==> src/rtl/instr_fetch_stage.sv <==
// -----------------------------------------------------------------------------
// instr_fetch_stage
//
// Fetch stage that sits in front of the main Control decoder. It owns the
// program counter, issues one instruction-memory read at a time, holds the
// returned word for decode and, once decode lets go (Stall low), steps the PC
// to the sequential, branch or jump target resolved for the held instruction.
//
// Every instruction takes at least two cycles: one REQ cycle, in which memory
// may answer immediately, and one HOLD cycle, in which the word is presented to
// decode.
//
// Parameters
//   RESET_PC      PC loaded on reset. Must be word aligned.
//
// Ports
//   clk           single clock, rising edge
//   reset         asynchronous, active-high reset
//   Stall         downstream hold; freezes the held instruction and PC
//   Jump          Control's jump decision for the held instruction
//   Branch        Control's branch decision for the held instruction
//   Zero          ALU zero flag for the held instruction
//   BranchOffset  sign-extended word offset for a taken branch
//   JumpIndex     Instr[25:0] of the held jump
//   MemReq        instruction-memory read request (high in REQ)
//   MemAddr       byte address of the request (always equal to PC)
//   MemRdata      instruction word returned by memory
//   MemValid      MemRdata is valid; only looked at in REQ
//   Instr         held instruction word
//   OpCode        Instr[31:26], drives Control
//   InstrValid    Instr/OpCode/PC are valid for decode this cycle (HOLD)
//   PC            address of the held instruction
//   PCPlus4       PC + 4, modulo 2^32
//
// Optional build (macro FETCH_PERF_EN)
//   FetchCount    number of HOLD->REQ transitions since reset, wraps at 2^32
//   StallCount    HOLD cycles with Stall high plus REQ cycles without
//                 MemValid, since reset, wraps at 2^32
//   With the macro undefined these ports and counters do not exist and the
//   fetch behaviour is unchanged.
// -----------------------------------------------------------------------------
module instr_fetch_stage #(
    parameter logic [31:0] RESET_PC = 32'h00400000
) (
    input  logic        clk,
    input  logic        reset,
    input  logic        Stall,
    input  logic        Jump,
    input  logic        Branch,
    input  logic        Zero,
    input  logic [31:0] BranchOffset,
    input  logic [25:0] JumpIndex,
    output logic        MemReq,
    output logic [31:0] MemAddr,
    input  logic [31:0] MemRdata,
    input  logic        MemValid,
    output logic [31:0] Instr,
    output logic [5:0]  OpCode,
    output logic        InstrValid,
    output logic [31:0] PC,
    output logic [31:0] PCPlus4
`ifdef FETCH_PERF_EN
    ,
    output logic [31:0] FetchCount,
    output logic [31:0] StallCount
`endif
);

    // -------------------------------------------------------------------------
    // State encoding
    // -------------------------------------------------------------------------
    typedef enum logic [1:0] {
        IDLE = 2'd0,
        REQ  = 2'd1,
        HOLD = 2'd2
    } fetchState_t;

    fetchState_t stateReg;
    fetchState_t stateNext;

    logic [31:0] pcReg;
    logic [31:0] pcNext;
    logic [31:0] instrReg;
    logic [31:0] instrNext;

    logic        memReqComb;
    logic        instrValidComb;

    // -------------------------------------------------------------------------
    // Next-PC datapath
    //
    // All three candidate targets are built from PC + 4. The branch offset is
    // a word offset, so it is shifted left by two; the two bits shifted out of
    // the top are discarded along with any carry, which gives plain modulo-2^32
    // arithmetic. A jump keeps the upper nibble of PC + 4 (the region of the
    // delay-slot address) and replaces the rest with the word index.
    // -------------------------------------------------------------------------
    logic [31:0] pcPlus4Comb;
    logic [31:0] branchTarget;
    logic [31:0] jumpTarget;
    logic [31:0] redirectPc;
    logic        branchTaken;

    assign pcPlus4Comb  = pcReg + 32'd4;
    assign branchTarget = pcPlus4Comb + {BranchOffset[29:0], 2'b00};
    assign jumpTarget   = {pcPlus4Comb[31:28], JumpIndex, 2'b00};
    assign branchTaken  = Branch & Zero;

    // Jump outranks a taken branch when Control raises both.
    always_comb begin
        redirectPc = pcPlus4Comb;
        if (Jump) begin
            redirectPc = jumpTarget;
        end else if (branchTaken) begin
            redirectPc = branchTarget;
        end
    end

    // -------------------------------------------------------------------------
    // State register
    //
    // The asynchronous reset clears the state immediately, so MemReq (decoded
    // from the state below) drops at once and any request in flight is simply
    // forgotten; memory is reset alongside us.
    // -------------------------------------------------------------------------
    always_ff @(posedge clk or posedge reset) begin
        if (reset) begin
            stateReg <= IDLE;
            pcReg    <= RESET_PC;
            instrReg <= 32'd0;
        end else begin
            stateReg <= stateNext;
            pcReg    <= pcNext;
            instrReg <= instrNext;
        end
    end

    // -------------------------------------------------------------------------
    // Next-state and output decode
    //
    // REQ  : request is held with a stable address until memory answers; a
    //        same-cycle answer is allowed. Stall has no effect here because
    //        nothing is being presented to decode yet.
    // HOLD : the captured word is presented. Control inputs are only trusted
    //        here, and only on the cycle decode releases the stage.
    // MemValid outside REQ is a stray strobe and is never looked at.
    // -------------------------------------------------------------------------
    always_comb begin
        stateNext      = stateReg;
        pcNext         = pcReg;
        instrNext      = instrReg;
        memReqComb     = 1'b0;
        instrValidComb = 1'b0;

        case (stateReg)
            IDLE: begin
                stateNext = REQ;
            end

            REQ: begin
                memReqComb = 1'b1;
                if (MemValid) begin
                    instrNext = MemRdata;
                    stateNext = HOLD;
                end
            end

            HOLD: begin
                instrValidComb = 1'b1;
                if (!Stall) begin
                    pcNext    = redirectPc;
                    stateNext = REQ;
                end
            end

            default: begin
                stateNext = IDLE;
            end
        endcase
    end

    // -------------------------------------------------------------------------
    // Outputs
    // -------------------------------------------------------------------------
    assign MemReq     = memReqComb;
    assign MemAddr    = pcReg;
    assign Instr      = instrReg;
    assign OpCode     = instrReg[31:26];
    assign InstrValid = instrValidComb;
    assign PC         = pcReg;
    assign PCPlus4    = pcPlus4Comb;

`ifdef FETCH_PERF_EN
    // -------------------------------------------------------------------------
    // Performance counters
    //
    // A fetch is counted when a held instruction is released to the next
    // request. A stall cycle is either decode holding us in HOLD or memory
    // keeping us waiting in REQ; the two can never coincide since they belong
    // to different states.
    // -------------------------------------------------------------------------
    logic [31:0] fetchCountReg;
    logic [31:0] stallCountReg;
    logic        fetchEvent;
    logic        stallEvent;

    assign fetchEvent = (stateReg == HOLD) && !Stall;
    assign stallEvent = ((stateReg == HOLD) && Stall) ||
                        ((stateReg == REQ) && !MemValid);

    always_ff @(posedge clk or posedge reset) begin
        if (reset) begin
            fetchCountReg <= 32'd0;
            stallCountReg <= 32'd0;
        end else begin
            if (fetchEvent) begin
                fetchCountReg <= fetchCountReg + 32'd1;
            end
            if (stallEvent) begin
                stallCountReg <= stallCountReg + 32'd1;
            end
        end
    end

    assign FetchCount = fetchCountReg;
    assign StallCount = stallCountReg;
`endif

endmodule

==> config.mk <==
export PLATFORM = sky130hd
export DESIGN_NAME = instr_fetch_stage
export DESIGN_NICKNAME = d
export VERILOG_FILES = /design/src/rtl/instr_fetch_stage.sv
export SDC_FILE = /design/constraint.sdc
export NUM_CORES = 1
export LEC_CHECK = 0
export ABC_AREA = 1
export BUFFER_PORTS_ARGS = -buffer_cell sky130_fd_sc_hd__buf_2
export CORE_ASPECT_RATIO = 1.75
export CORE_MARGIN = 3
export CORE_UTILIZATION = 56
export CTS_CLUSTER_DIAMETER = 40
export CTS_CLUSTER_SIZE = 25
export DETAILED_ROUTE_END_ITERATION = 7
export PLACE_DENSITY = 0.95
export SLEW_MARGIN = 20
export SYNTH_ARGS = -nofsm -noshare
export SYNTH_HDL_FRONTEND = slang
export SYNTH_SLANG_ARGS = --single-unit
export TNS_END_PERCENT = 100
==> constraint.sdc <==
create_clock -name clk -period 9 [get_ports clk]
set_clock_uncertainty 0.2 [all_clocks]
set_input_delay 0.9 -clock clk [delete_from_list [all_inputs] [get_ports clk]]
set_output_delay 0.9 -clock clk [all_outputs]
set_load 0.01 [all_outputs]
Word-level counts from Yosys, hierarchy flattened --
Cells that the tools add are included.
Word-level totals: register bits after elaboration 66, input port bits 97, logic and storage cells 22
Operators by class: add/subtract/negate cells 2, equality and inequality tests 4, mux-type cells 7, bitwise operators 2, reductions and logical operators 4
Operators by type and width (number):
- 32-bit 2-to-1 mux | 2
- 32-bit by 3-bit adder with 32-bit output, second input constant | 1
- 32-bit adder | 1
- 2-bit case mux with 3 select lines | 1
- 2-bit AND reduction | 3
- 2-bit 2-to-1 mux | 2
- 2-bit inequality test, second input constant | 2
- 2-bit by 1-bit equality test with 1-bit output, second input constant | 1
- 2-bit equality test, second input constant | 1
- 2-bit zero test | 1
- 1-bit 2-to-1 mux | 2
- 1-bit AND | 1
- 1-bit inverter | 1

Longest topological paths before layout --
word-level depth 4, gate-level depth with buffers 24, mapped depth without buffers 24

Worst setup path before layout --
Ideal clock, no wire load.
path kind register to register, start reg pcReg[3] (netlist: MemAddr[3]), end reg pcReg[30] (netlist: MemAddr[30]), arrival 2.652 ns, required time 8.684 ns, path slack 6.032 ns, cell stages (with the launch flop) 20, cell sequence dfrtp_1 > ha_1 > nand2_2 > nor2_4 > nand2_4 > nor2_4 > nand2_2 > xor2_1 > ha_1 > inv_1 > nor3_1 > nand2_1 > nor2_1 > nand2_1 > nand2_1 > nand2_1 > nand3_1 > nand2_1 > nand2_1 > nand2_1
On the way: cells in the longest elaborated chain, start to end 4
RTL lines:
- start: declaration | line 81 | logic [31:0] pcReg;
- start signal: assignment | line 133 | pcReg <= pcNext;
- 32-bit by 3-bit adder with 32-bit output | line 104 | assign pcPlus4Comb = pcReg + 32'd4;
- via PCPlus4[18] | line 61 | output logic [31:0] PCPlus4
- 32-bit adder | line 105 | assign branchTarget = pcPlus4Comb + {BranchOffset[29:0], 2'b00};
- 32-bit 2-to-1 mux | line 114 | end else if (branchTaken) begin
- 32-bit 2-to-1 mux | line 112 | if (Jump) begin
The timed path passes the listed nets, and every way through them passes these cells. A chain may end at the register's enable or synchronous reset.

Final worst setup path --
start reg pcReg[3] (netlist: MemAddr[3]), end reg pcReg[21] (netlist: MemAddr[21])
On the way: cells in the longest elaborated chain, start to end 4
RTL lines (line):
- 32-bit by 3-bit adder with 32-bit output (*) | 104
- 32-bit adder | 105
- 32-bit 2-to-1 mux (*) | 114
- 32-bit 2-to-1 mux (*) | 112
Mark *: on every way between the ends. The rest lies on a longest branch, timed or not.

==> impl_metrics.ini <==
[flow_run]
max_cap_viol_count = 0

[worst_setup_path]
crit_required_ns = 9.01
crit_path_max_fanout = 6
worstSetupEndpointType = flop
path_buf_inv = 1
critPathKind = flop to flop
cp-startpoint = MemAddr[3]
crit_chain = ha_1 -> nand2_2 -> nor2_4 -> nand2_4 -> nor2_4 -> xor2_1 -> inv_1 -> ha_1 -> nand2_1 -> nor2_1 -> nand3_1 -> nand3_1 -> nand2_1 -> nand2_1 -> nand2_1 -> nand3_1 -> nand2_1 -> nand2_1 -> nand2_1
crit_top_cell = nand2_1
r2r_start = MemAddr[3]
cp_top_family = simple AND/OR/NAND/NOR gates
start_kind = flop
crit_path_max_incr_delay_ns = 0.45
crit_slowest_cell = dfrtp_1
arrival_ns = 3.82

[sta]
worst_slew_pin_slew_ns = 0.881
setup_viol = 0
period_share_pct = 42.3
grt_setup_unrepaired = false
maxSlewHeadroom_pct = 40.9
fin_ws_ns = 5.19
hold_viol_final = 0
min_period_ns = 3.81
fmax_mhz = 263
setup_tns_ns = 0
final_max_slew_viol_count = 0

[logic_synthesis]
synth-simple-area-share_pct = 39.7
synth_ff_type = dfrtp_1
ys_ff_latch = 64
netlist_instances = 1087
netlist_area_um2 = 6800
synth_edf_count = 0
avgSynthCellArea_um2 = 6.25
yosysSeqAreaShare_pct = 23.6
synth_compound_area_share_pct = 5.91
synth-xor-area-share_pct = 2.19
synth_top_family_by_area = simple AND/OR/NAND/NOR gates
yosysWarnings = 0
async_flop_share_pct = 100
muxShareOfSynthArea_pct = 5.30
ys_types = 47
synthAdderAreaFrac_pct = 6.92

[power]
p_leak_nw = 4.80
ir_worst_vdd_uv = 227
p_per_area_nw_per_um2 = 339

[floorplanning]
die_w_um = 89.3
fp-row-count = 52
start_util_pct = 58.1
die_area_um2 = 13600
ios = 233
core_um2 = 11700
die_h_um = 152

[worst_hold_path]
hold_start = stateReg[1]
min_path_type = flop to flop

[placement]
placed_cell_area_um2 = 7690
io_buffers = 224
preCtsSetupSlack_ns = 5.27
place_congestion = 0.997
place_inst = 1393
dpl.hpwl_um = 18300

[routing]
wirelength_um = 22600
wire_per_inst_um = 16.0
via_per_inst = 5.30
drtPass1Iterations = 6
vias = 7463
drt_iter0_markers = 447
ant_nets = 0
drcViolationCount = 0

[global_routing]
antenna_found_initial = 0
grt_pass1_vias = 7134
grt-ovfl-total = 0
grt_max_degree = 65
grt_pass1_wl_um = 34900
grt_usage_pct = 33.7

[finish]
synthToLayoutAreaGrowth_pct = 17.4
n_antenna_cell = 0
fin_nets = 1403
fin_area_um2 = 7980
fillers = 1069
fin_cells = 1409
drive_above_1_share_pct = 25.1

[clock_tree]
insertion_delay_ns = 0.33
cts-resized-gates = 0
cts-root-buf = clkbuf_16
cts_buffers = 9
cts_max_level = 3
clk_path_buf_depth = 2
cts_sinks = 64
cts_tree = yes
cts_hold_buf = 0
post_cts_buffers = 0
clkTransAtPathRegs_ns = 0.05

[status]
status = complete, no violations
==> flip-flops by register name (all words and copies together) (netlist names) <==
signal and count:
Instr 32, MemAddr 30, stateReg 2
==> path summary, 6_finish.rpt <==
check | end | slack [ns] | cells past startpoint
worst max-delay path | MemAddr[21] | 5.19 | 19
worst min-delay path | stateReg[0] | 0.29 | 1
worst max register to register | MemAddr[21] | 5.19 | 19
worst min register to register | stateReg[0] | 0.29 | 1
max in group asynchronous | MemAddr[24] | 7.44 | 3
min in group asynchronous | Instr[8] | 0.59 | 3
==> layer usage <==
layer  GRT usage (%)  part of all wire, %
met5               0                    0
met4            18.0                  5.2
met3            5.19                  6.7
met2            60.4                   52
met1            36.9                   36
==> cell usage after synthesis, drive strengths merged (7+ instances only) <==
master  instances  area (um2)
a21oi          25         125
and2            7        51.3
buf            49         349
clkbuf         11        81.3
dfrtp          63        1580
ha             36         450
inv           176         668
mux2           32         360
nand2         397        1530
nand3          77         410
nand4           9        62.6
nor2          119         518
nor3           11        76.3
o21ai          32         171
xor2           14         123
==> worst register-to-register path, stage by stage (launching register included) <==
cell and delay, ns:
dfrtp_1 0.45, ha_1 0.33, nand2_2 0.12, nor2_4 0.24, nand2_4 0.14, nor2_4 0.18
xor2_1 0.24, inv_1 0.13, ha_1 0.39, nand2_1 0.13, nor2_1 0.31, nand3_1 0.12
nand3_1 0.21, nand2_1 0.11, nand2_1 0.07, nand2_1 0.04, nand3_1 0.09, nand2_1 0.08
nand2_1 0.06, nand2_1 0.06
==> where the power goes <==
group | total (mW) | internal [mW] | switching (mW)
clock | 0.341 | 0.214 | 0.126
combinational | 1.77 | 0.658 | 1.11
sequential | 0.597 | 0.430 | 0.168
==> cells in the final DEF, fill, tap and decap left out, types with 23 or more instances in the layout <==
master	count
dfrtp_1	63
a21oi_1	25
nand2_1	385
nor2_1	106
buf_2	224
ha_1	36
mux2_2	32
nand3_1	72
inv_1	171
o21ai_0	23
==> layout make-up <==
class                           count  area [um2]  share of cell area [%]
Timing Repair Buffer              227        1140                    14.3
Sequential cell                    64        1600                    20.1
Multi-Input combinational cell    790        4100                    51.4
Clock inverter                      5        57.6                   0.721
Clock buffer                       11         233                    2.92
Inverter                          177         672                    8.42
Tap cell                          135         169                    2.12
==> per-stage QoR <==
stage               hold WS, ns  utilization [%]  power, mW
floorplan                 0.252                -       1.81
global placement          0.273             65.7       2.29
detailed placement        0.283             65.7       2.33
CTS                       0.291             68.2       2.69
global route              0.312             68.2       2.93
finish                    0.291             68.2       2.70
==> logic make-up after synthesis <==
| group | after synthesis |
|---|---|
| mux | 32 |
| other cells | 1 |
| buf+inv | 238 |
| compound gates | 71 |
| simple gates | 627 |
| flops | 64 |
| fa+ha+maj | 37 |
| xor+xnor | 17 |
(Power assumes the default switching activity.)
